[src/rtl/controle_farol.sv]
// controle_farol: headlight-left-on alert with debounce, beep pattern, silence and auto-off request
module controle_farol #(
  parameter int DEB_CICLOS = 4,
  parameter int BIP_ON     = 8,
  parameter int BIP_OFF    = 8,
  parameter int MAX_BIPS   = 5
) (
  input  logic       clock,
  input  logic       reset,
  input  logic       farol,
  input  logic       porta,
  input  logic       chave,
  input  logic       silenciar,
  output logic       sinalizador,
  output logic       buzzer,
  output logic       farol_off,
  output logic [2:0] estado,
  output logic [7:0] bips
);
  localparam int DW = $clog2(DEB_CICLOS + 1);
  typedef enum logic [2:0] {
    INATIVO    = 3'd0,
    ALERTA_ON  = 3'd1,
    ALERTA_OFF = 3'd2,
    SILENCIO   = 3'd3,
    DESLIGA    = 3'd4
  } state_t;
  state_t        st;
  logic          cond_raw;
  logic [DW-1:0] deb;
  logic [15:0]   timer;
  assign sinalizador = deb == DW'(DEB_CICLOS);
  assign estado = st;
  always_ff @(posedge clock) begin
    if (reset) begin
      cond_raw  <= 1'b0;
      deb       <= '0;
      timer     <= '0;
      bips      <= '0;
      st        <= INATIVO;
      buzzer    <= 1'b0;
      farol_off <= 1'b0;
    end else begin
      cond_raw  <= farol & ~(porta & chave);
      deb       <= !cond_raw ? '0 : sinalizador ? deb : deb + DW'(1);
      buzzer    <= 1'b0;
      farol_off <= 1'b0;
      timer     <= timer + 16'd1;
      case (st)
        INATIVO: if (sinalizador) begin
          st     <= ALERTA_ON;
          timer  <= '0;
          bips   <= '0;
          buzzer <= 1'b1;
        end
        ALERTA_ON, ALERTA_OFF: begin
          if (!sinalizador) begin
            st    <= INATIVO;
            timer <= '0;
            bips  <= '0;
          end else if (silenciar) begin
            st    <= SILENCIO;
            timer <= '0;
          end else if (st == ALERTA_ON) begin
            if (timer == 16'(BIP_ON - 1)) begin
              st    <= ALERTA_OFF;
              timer <= '0;
            end else
              buzzer <= 1'b1;
          end else if (timer == 16'(BIP_OFF - 1)) begin
            timer <= '0;
            bips  <= bips + 8'd1;
            // the beep just completed is the last one allowed: request headlight off
            if (bips + 8'd1 == 8'(MAX_BIPS)) begin
              st        <= DESLIGA;
              farol_off <= 1'b1;
            end else begin
              st     <= ALERTA_ON;
              buzzer <= 1'b1;
            end
          end
        end
        DESLIGA: begin
          st    <= SILENCIO;
          timer <= '0;
        end
        SILENCIO: if (!sinalizador) begin
          st    <= INATIVO;
          timer <= '0;
          bips  <= '0;
        end
        default: begin
          st    <= INATIVO;
          timer <= '0;
          bips  <= '0;
        end
      endcase
    end
  end
endmodule

[config.mk]
export PLATFORM = sky130hd
export DESIGN_NAME = controle_farol
export DESIGN_NICKNAME = d
export VERILOG_FILES = /design/src/rtl/controle_farol.sv
export SDC_FILE = /design/constraint.sdc
export NUM_CORES = 1
export LEC_CHECK = 0
export BUFFER_PORTS_ARGS = -buffer_cell sky130_fd_sc_hd__buf_2
export CORE_ASPECT_RATIO = 1.75
export CORE_MARGIN = 4
export CORE_UTILIZATION = 50
export CTS_CLUSTER_SIZE = 8
export DETAILED_ROUTE_END_ITERATION = 7
export PLACE_DENSITY = 0.7
export SYNTH_ARGS = -nofsm -noshare
export SYNTH_HDL_FRONTEND = slang
export SYNTH_SLANG_ARGS = --single-unit
[constraint.sdc]
create_clock -name clock -period 2.7 [get_ports clock]
set_clock_uncertainty 0.2 [all_clocks]
set_input_delay 0.675 -clock clock [delete_from_list [all_inputs] [get_ports clock]]
set_output_delay 0.675 -clock clock [all_outputs]
set_load 0.01 [all_outputs]
==> results by group, run 1 <==
Floorplanning
  – Die area: 4650 um^2
  – Die extent in x: 53.3 um
  – Top Ports: 20
  – CORE AREA: 3430 um^2
  – Initial Utilization: 0.522
  – Die Y: 87.2 um
  – Rows: 28

Synthesis
  – Mux cell area share after synthesis: 0.0119
  – Sequential area share after synthesis: 0.368
  – Area leader, netlist: dfxtp_1
  – Yosys warning count: 0
  – Avg Inst Size Synth: 8.58 um^2
  – Synth unique cells: 50
  – Post-Syn Nets: 220
  – Largest family of logic cells by synthesized area: simple AND/OR/NAND/NOR gates
  – Area share of and/or/nand/nor cells after synthesis: 0.305
  – Synth Instances: 209
  – Ys flop type: dfxtp_1
  – Adder-Cell Fraction of Synth Area: 0.0349
  – Synth async-reset ratio: 0
  – #FFs+latches synth: 33
  – Number of synthesized flops with an enable pin: 0
  – Post-Syn Area: 1790 um^2
  – Compound-Gate Fraction of Synth Area: 0.165
  – Synth top area cells: dfxtp_1 37%, nor3_1 4.7%, nand2_1 4.2%
  – Synth Area in XOR/XNOR: 0.0733
  – Synth top area share: 0.368

Critical path
  – Slack of the worst reg-to-reg path: 0.47 ns
  – RR Endpoint: estado[1]
  – Reg-to-Reg Start: deb[0]
  – Nature of the critical path endpoint: output port
  – CP max stage cell: dfxtp_1
  – Reg2reg path depth: 6
  – CP Launch Type: flop
  – Critical Path, Cell by Cell: inv_1 -> ha_1 -> nand2_1 -> inv_1 -> buf_2
  – Data arrival time of the worst path: 1.41 ns
  – Most frequent CP cell: inv_1
  – CP required: 1.82 ns
  – Critical path fanouts, max: 6
  – Max stage delay on crit path: 0.37 ns
  – CP Class: reg -> out

Clocking
  – CTS root buffer: clkbuf_8
  – Clock sink count: 33
  – Gates resized, CTS repair: 0
  – H-tree levels: 2
  – Clk_lat worst skew: 0.28 ns
  – Cts hold-fix bufs: 0
  – CTS tree: yes
  – TritonCTS buffer count: 5
  – CTS max path bufs: 2
  – Clk slew on worst S/H paths: 0.07 ns
  – Postcts setup bufs: 0

Final layout
  – Share of layout cells above drive strength 1: 0.175
  – Final Non-Filler Cells: 274
  – Layout area overhead: 12.7%
  – Final core utilization: 0.589
  – Filler cell count in the final layout: 358
  – Diodes inserted: 0
  – Non-Filler Cell Area, Final: 2020 um^2
  – Nets: 240

Global routing
  – Total Routing Usage GR: 0.206
  – Grt ovf: 0
  – First-pass GRT wire length: 7180 um
  – Vias in the first global route: 1599
  – Antenna violations before repair: 0
  – Largest net degree at the start of global routing: 24

Timing
  – Worst-Margin Slew: 0.542 ns
  – Max frequency: 437 MHz
  – Worst Hold Slack: 0.283 ns
  – RSZ-0062 raised after global routing: false
  – Crit path time final: 2.29 ns
  – Slew HR: 0.637
  – Setup violations, final: 0
  – Max-slew violation count: 0
  – Setup_tns: 0 ns
  – Final hold violation count: 0
  – Final worst path period share: 0.847
  – Fin worst setup slack: 0.412 ns

Power
  – Pwr/cell area: 466 nW/um^2
  – Leak: 0.777 nW
  – Final Power: 0.941 mW
  – VDD IR max: 0.414 mV

Placement
  – Port bufs: 19
  – Hpwl dp: 3030 um
  – Final Wtd Congestion: 0.877
  – Dpl ws: 0.472 ns
  – Inst Count DP: 267
  – Dpl cell area: 1930 um^2

Detailed routing
  – Drt first pass iters: 4
  – Total routed wirelength: 4120 um
  – DR DRC count: 0
  – Vias: 1648
  – DR WL/cell: 15.0 um
  – Initial DRC Count: 39
  – Via density per instance: 6.01
  – ANT nets after route: 0

Min path
  – Worst hold path type: reg -> reg
  – Hold Startpoint: deb[1]
  – Hold path depth: 2
  – WHS Endpoint: deb[1]

Job
  – Max_cap viols: 0

Status
  – Status: finished, final reports clean
synthesized netlist by cell type (3+ instances only):
| master | instances |
|---|---|
| nand4_1 | 5 |
| clkbuf_1 | 4 |
| nand3_1 | 9 |
| xor2_1 | 7 |
| and3_1 | 6 |
| xnor2_1 | 8 |
| or3_1 | 3 |
| dfxtp_1 | 33 |
| a211oi_1 | 4 |
| buf_2 | 5 |
| a31oi_1 | 11 |
| nor3_1 | 17 |
| and4_1 | 4 |
| nor2_1 | 10 |
| a21oi_1 | 4 |
| nand2_1 | 20 |
| ha_1 | 5 |
| nor4_1 | 5 |
| o21ai_0 | 3 |
| inv_1 | 8 |
logic make-up (layout without fill, tap and decap cells):
logic type	count (synthesis)	count (layout)
and+or+nand+nor	96	96
AOI/OAI and AO/OA	40	40
DFF	33	33
buffers and inverters	18	38
xor gates and xnor gates	15	15
adders and majority gates	5	5
muxes	2	2
placed cells by master, fill, tap and decap left out, types with 4 or more instances in the layout:
master    instances
a21oi_1           4
nand2_1          20
nand3_1           9
ha_1              5
xor2_1            7
nand4_1           5
xnor2_1           8
buf_4             4
a31oi_1          11
a211oi_1          4
inv_1             8
and3_1            6
nor3_1           17
dfxtp_1          33
clkbuf_8          6
nor2_1           10
buf_2            19
and4_1            4
nor4_1            5
per-layer routing:
layer | vias up | track usage | routed length, um
met5 | - | 0 | 0
met4 | 0 | 0.109 | 133
met3 | 13 | 0.0412 | 100
met2 | 30 | 0.372 | 2270
met1 | 792 | 0.211 | 1620
li1 | 813 | - | -
registers in the layout, summed over array words and instances (netlist names):
name	cells
bips	8
buzzer	1
cond_raw	1
timer	16
farol_off	1
deb	3
estado	3
final cells by class:
class                      count  area [um^2]  share of cell area
timing repair buffer          23          125              0.0619
tap                           45         56.3              0.0279
clock inverter                 1         7.51             0.00372
inverter                       8         30.0              0.0149
sequential                    33          661               0.327
multi-input combinational    158         1060               0.524
clock buffer                   6         82.6              0.0409
power by group:
group | internal [mW] | switching (mW) | total [mW] | leakage [nW]
Combinational | 0.0251 | 0.0318 | 0.0569 | 0.467
Clock | 0.201 | 0.177 | 0.378 | 0.0433
Sequential | 0.495 | 0.0107 | 0.506 | 0.267
Total | 0.721 | 0.219 | 0.941 | 0.777
how the worst max path moves through the flow:
stage,end,cells after the start,from
after global routing,sinalizador,5,deb[0]
after global placement,estado[1],4,reset
final,sinalizador,5,deb[0]
after detailed placement,bips[4],5,silenciar
after floorplan,estado[1],6,deb[0]
after CTS,sinalizador,5,deb[0]
critical path: cells and delay by family, from the launching register on:
kind	cells	cell delay [ns]
adder cells (fa/ha/maj)	1	0.24
buffers and inverters	3	0.30
flip-flops	1	0.37
AND/OR/NAND/NOR	1	0.23
(Power assumes the default switching activity.)
==> run 2: changes to the inputs <==
--- a/config.mk
+++ b/config.mk
@@ -5,6 +5,7 @@
 export SDC_FILE = /design/constraint.sdc
 export NUM_CORES = 1
 export LEC_CHECK = 0
+export ABC_AREA = 1
 export BUFFER_PORTS_ARGS = -buffer_cell sky130_fd_sc_hd__buf_2
 export CORE_ASPECT_RATIO = 1.75
 export CORE_MARGIN = 4
==> constraint.sdc (replaced) <==
create_clock -name clock -period 2.2 [get_ports clock]
set_clock_uncertainty 0.2 [all_clocks]
set_input_delay 0.55 -clock clock [delete_from_list [all_inputs] [get_ports clock]]
set_output_delay 0.55 -clock clock [all_outputs]
set_load 0.01 [all_outputs]
==> run 2 against run 1 <==
  * Global-route usage fell by 1.6 points
  * Utilization increased by 0.94 points
  * Via count down 2.1%
  * Synthesized cell count rose by 18%
  * Clock-buffer cell count up 1
  * Critical path depth stayed put
  * Register-to-register slack got worse by 0.26 ns
  * Combinational power rose to 14 times the previous value
  * Power grew 140%
  * Cell count up 16%
  * Area after synthesis shrank 1.2%
==> results by group, run 2 <==
Detailed routing
  – Vias: 1614
  – Total routed wirelength: 3670 um
  – DR WL/cell: 11.5 um
  – ANT nets after route: 0
  – Drt first pass iters: 4
  – DR DRC count: 0
  – Via density per instance: 5.08
  – Initial DRC Count: 35

Power
  – VDD IR max: 0.716 mV
  – Pwr/cell area: 1090 nW/um^2
  – Leak: 0.871 nW
  – Final Power: 2.22 mW

Synthesis
  – Post-Syn Nets: 258
  – #FFs+latches synth: 33
  – Most frequent cells after synthesis: 49 x nor2_1, 39 x nand2_1, 33 x dfxtp_1
  – Area share of and/or/nand/nor cells after synthesis: 0.357
  – Sequential area share after synthesis: 0.373
  – Largest family of logic cells by synthesized area: simple AND/OR/NAND/NOR gates
  – Mux cell area share after synthesis: 0
  – Synth Area in XOR/XNOR: 0.0791
  – Post-Syn Area: 1770 um^2
  – Most common cell in the synthesized netlist: nor2_1
  – Number of synthesized flops with an enable pin: 0
  – Synth Instances: 247
  – Synth top area share: 0.373
  – Adder-Cell Fraction of Synth Area: 0.0353
  – Yosys warning count: 0
  – Ys flop type: dfxtp_1
  – Compound-Gate Fraction of Synth Area: 0.0643
  – Synth top area cells: dfxtp_1 37%, nor2_1 10%, nand2_1 8.3%
  – Synth async-reset ratio: 0
  – Avg Inst Size Synth: 7.17 um^2
  – Area leader, netlist: dfxtp_1
  – Synth unique cells: 31

Final layout
  – Nets: 283
  – Layout area overhead: 14.7%
  – Commonest non-fill, non-tap cell in the layout: nor2_1
  – Register Area: 661 um^2
  – Most frequent cells in the layout: 49 x nor2_1, 39 x nand2_1, 33 x dfxtp_1
  – Diodes inserted: 0
  – Area of the multi-input gates: 948 um^2
  – Filler cell count in the final layout: 345
  – Max FFs per register: 16
  – Share of layout cells above drive strength 1: 0.165
  – Top reg by flops: timer
  – Top Registers: timer (16), bips (8)

Clocking
  – Postcts setup bufs: 0
  – Cts hold-fix bufs: 0
  – CTS root buffer: clkbuf_8
  – H-tree levels: 2
  – Gates resized, CTS repair: 0
  – CTS max path bufs: 2
  – CTS tree: yes
  – Clock sink count: 33
  – Clk_lat worst skew: 0.28 ns
  – TritonCTS buffer count: 5
  – Clk slew on worst S/H paths: 0.07 ns

Global routing
  – Grt ovf: 0
  – Largest net degree at the start of global routing: 16
  – Vias in the first global route: 1576
  – Total Routing Usage GR: 0.190
  – First-pass GRT wire length: 6530 um
  – Antenna violations before repair: 0

Status
  – Status: finished, final reports clean

Timing
  – Setup_tns: 0 ns
  – Setup violations, final: 0
  – Crit path time final: 2.09 ns
  – Max-slew violation count: 0
  – Final worst path period share: 0.950
  – Worst-Margin Slew: 0.519 ns
  – Final hold violation count: 0
  – Max frequency: 479 MHz
  – RSZ-0062 raised after global routing: false
  – Slew HR: 0.651

Critical path
  – Reg-to-Reg Start: deb[0]
  – CP Class: reg -> out
  – Data arrival time of the worst path: 1.34 ns
  – Reg2reg path depth: 10
  – Crit path capture: sinalizador
  – Worst setup path startpoint: deb[0]
  – Nature of the critical path endpoint: output port
  – CP Launch Type: flop
  – Critical path fanouts, max: 7
  – RR Endpoint: bips[2]
  – Slack of the worst reg-to-reg path: 0.21 ns
  – CP required: 1.45 ns

Placement
  – Hpwl dp: 2870 um
  – Final Wtd Congestion: 0.860
  – Port bufs: 19

Min path
  – Hold Startpoint: chave
  – Worst hold path type: in -> reg

Floorplanning
  – Top Ports: 20
  – Die area: 4600 um^2
  – CORE AREA: 3400 um^2
  – Die Y: 86.7 um
  – Rows: 28
  – Initial Utilization: 0.521
  – Die extent in x: 53.0 um

Job
  – Max_cap viols: 0
run 2: cells by family after synthesis:
kind of cell,after synthesis
AOI/OAI and AO/OA,22
xor gates and xnor gates,16
adders and majority gates,5
buffers and inverters,39
DFF,33
and+or+nand+nor,132
run 2: where the power goes:
group          internal, mW  total [mW]  switching (mW)
Clock                 0.369       0.583           0.214
Combinational         0.284       0.786           0.502
Sequential            0.712       0.848           0.136
Total                  1.37        2.22           0.852
run 2: stage by stage:
| step | utilization | instances | instance area, um^2 | hold WS, ns | setup WS, ns |
|---|---|---|---|---|---|
| 6_report | 0.598 | 318 | 2030 | 0.230 | 0.111 |
| 3_3_place_gp | 0.564 | 310 | 1920 | 0.270 | 0.318 |
| 3_5_place_dp | 0.564 | 310 | 1920 | 0.273 | 0.250 |
| 5_1_grt | 0.598 | 318 | 2030 | 0.226 | 0.0309 |
| 2_1_floorplan | - | 247 | 1770 | 0.229 | 0.395 |
| 4_1_cts | 0.598 | 318 | 2030 | 0.216 | 0.0896 |
run 2: cell type report:
type | instances | share of cell area
clock inverters | 1 | 0.0148
flip-flops and latches | 33 | 0.325
clock buffers | 7 | 0.0425
multi-input cells | 175 | 0.467
well taps | 45 | 0.0277
inverters | 37 | 0.0727
repair buffers | 20 | 0.0505
run 2: worst min path at each step:
stage / endpoint / slack, ns / depth (start not counted)
floorplan: timer[0] / 0.23 / 1
global placement: deb[0] / 0.27 / 2
detailed placement: timer[0] / 0.27 / 1
CTS: cond_raw / 0.22 / 2
global route: cond_raw / 0.23 / 2
finish: cond_raw / 0.23 / 2
run 2: worst max-delay path, stage by stage (launching register included):
cell	delay, ns
dfxtp_1	0.35
inv_1	0.07
ha_1	0.21
nand2_2	0.12
clkinv_2	0.13
buf_2	0.16
run 2: metal layers:
metal,global-route usage,share of wire,up-vias
met1,0.174,0.38,737
met5,0,0,-
li1,-,-,837
met2,0.360,0.56,27
met4,0.112,0.037,0
met3,0.0396,0.026,13
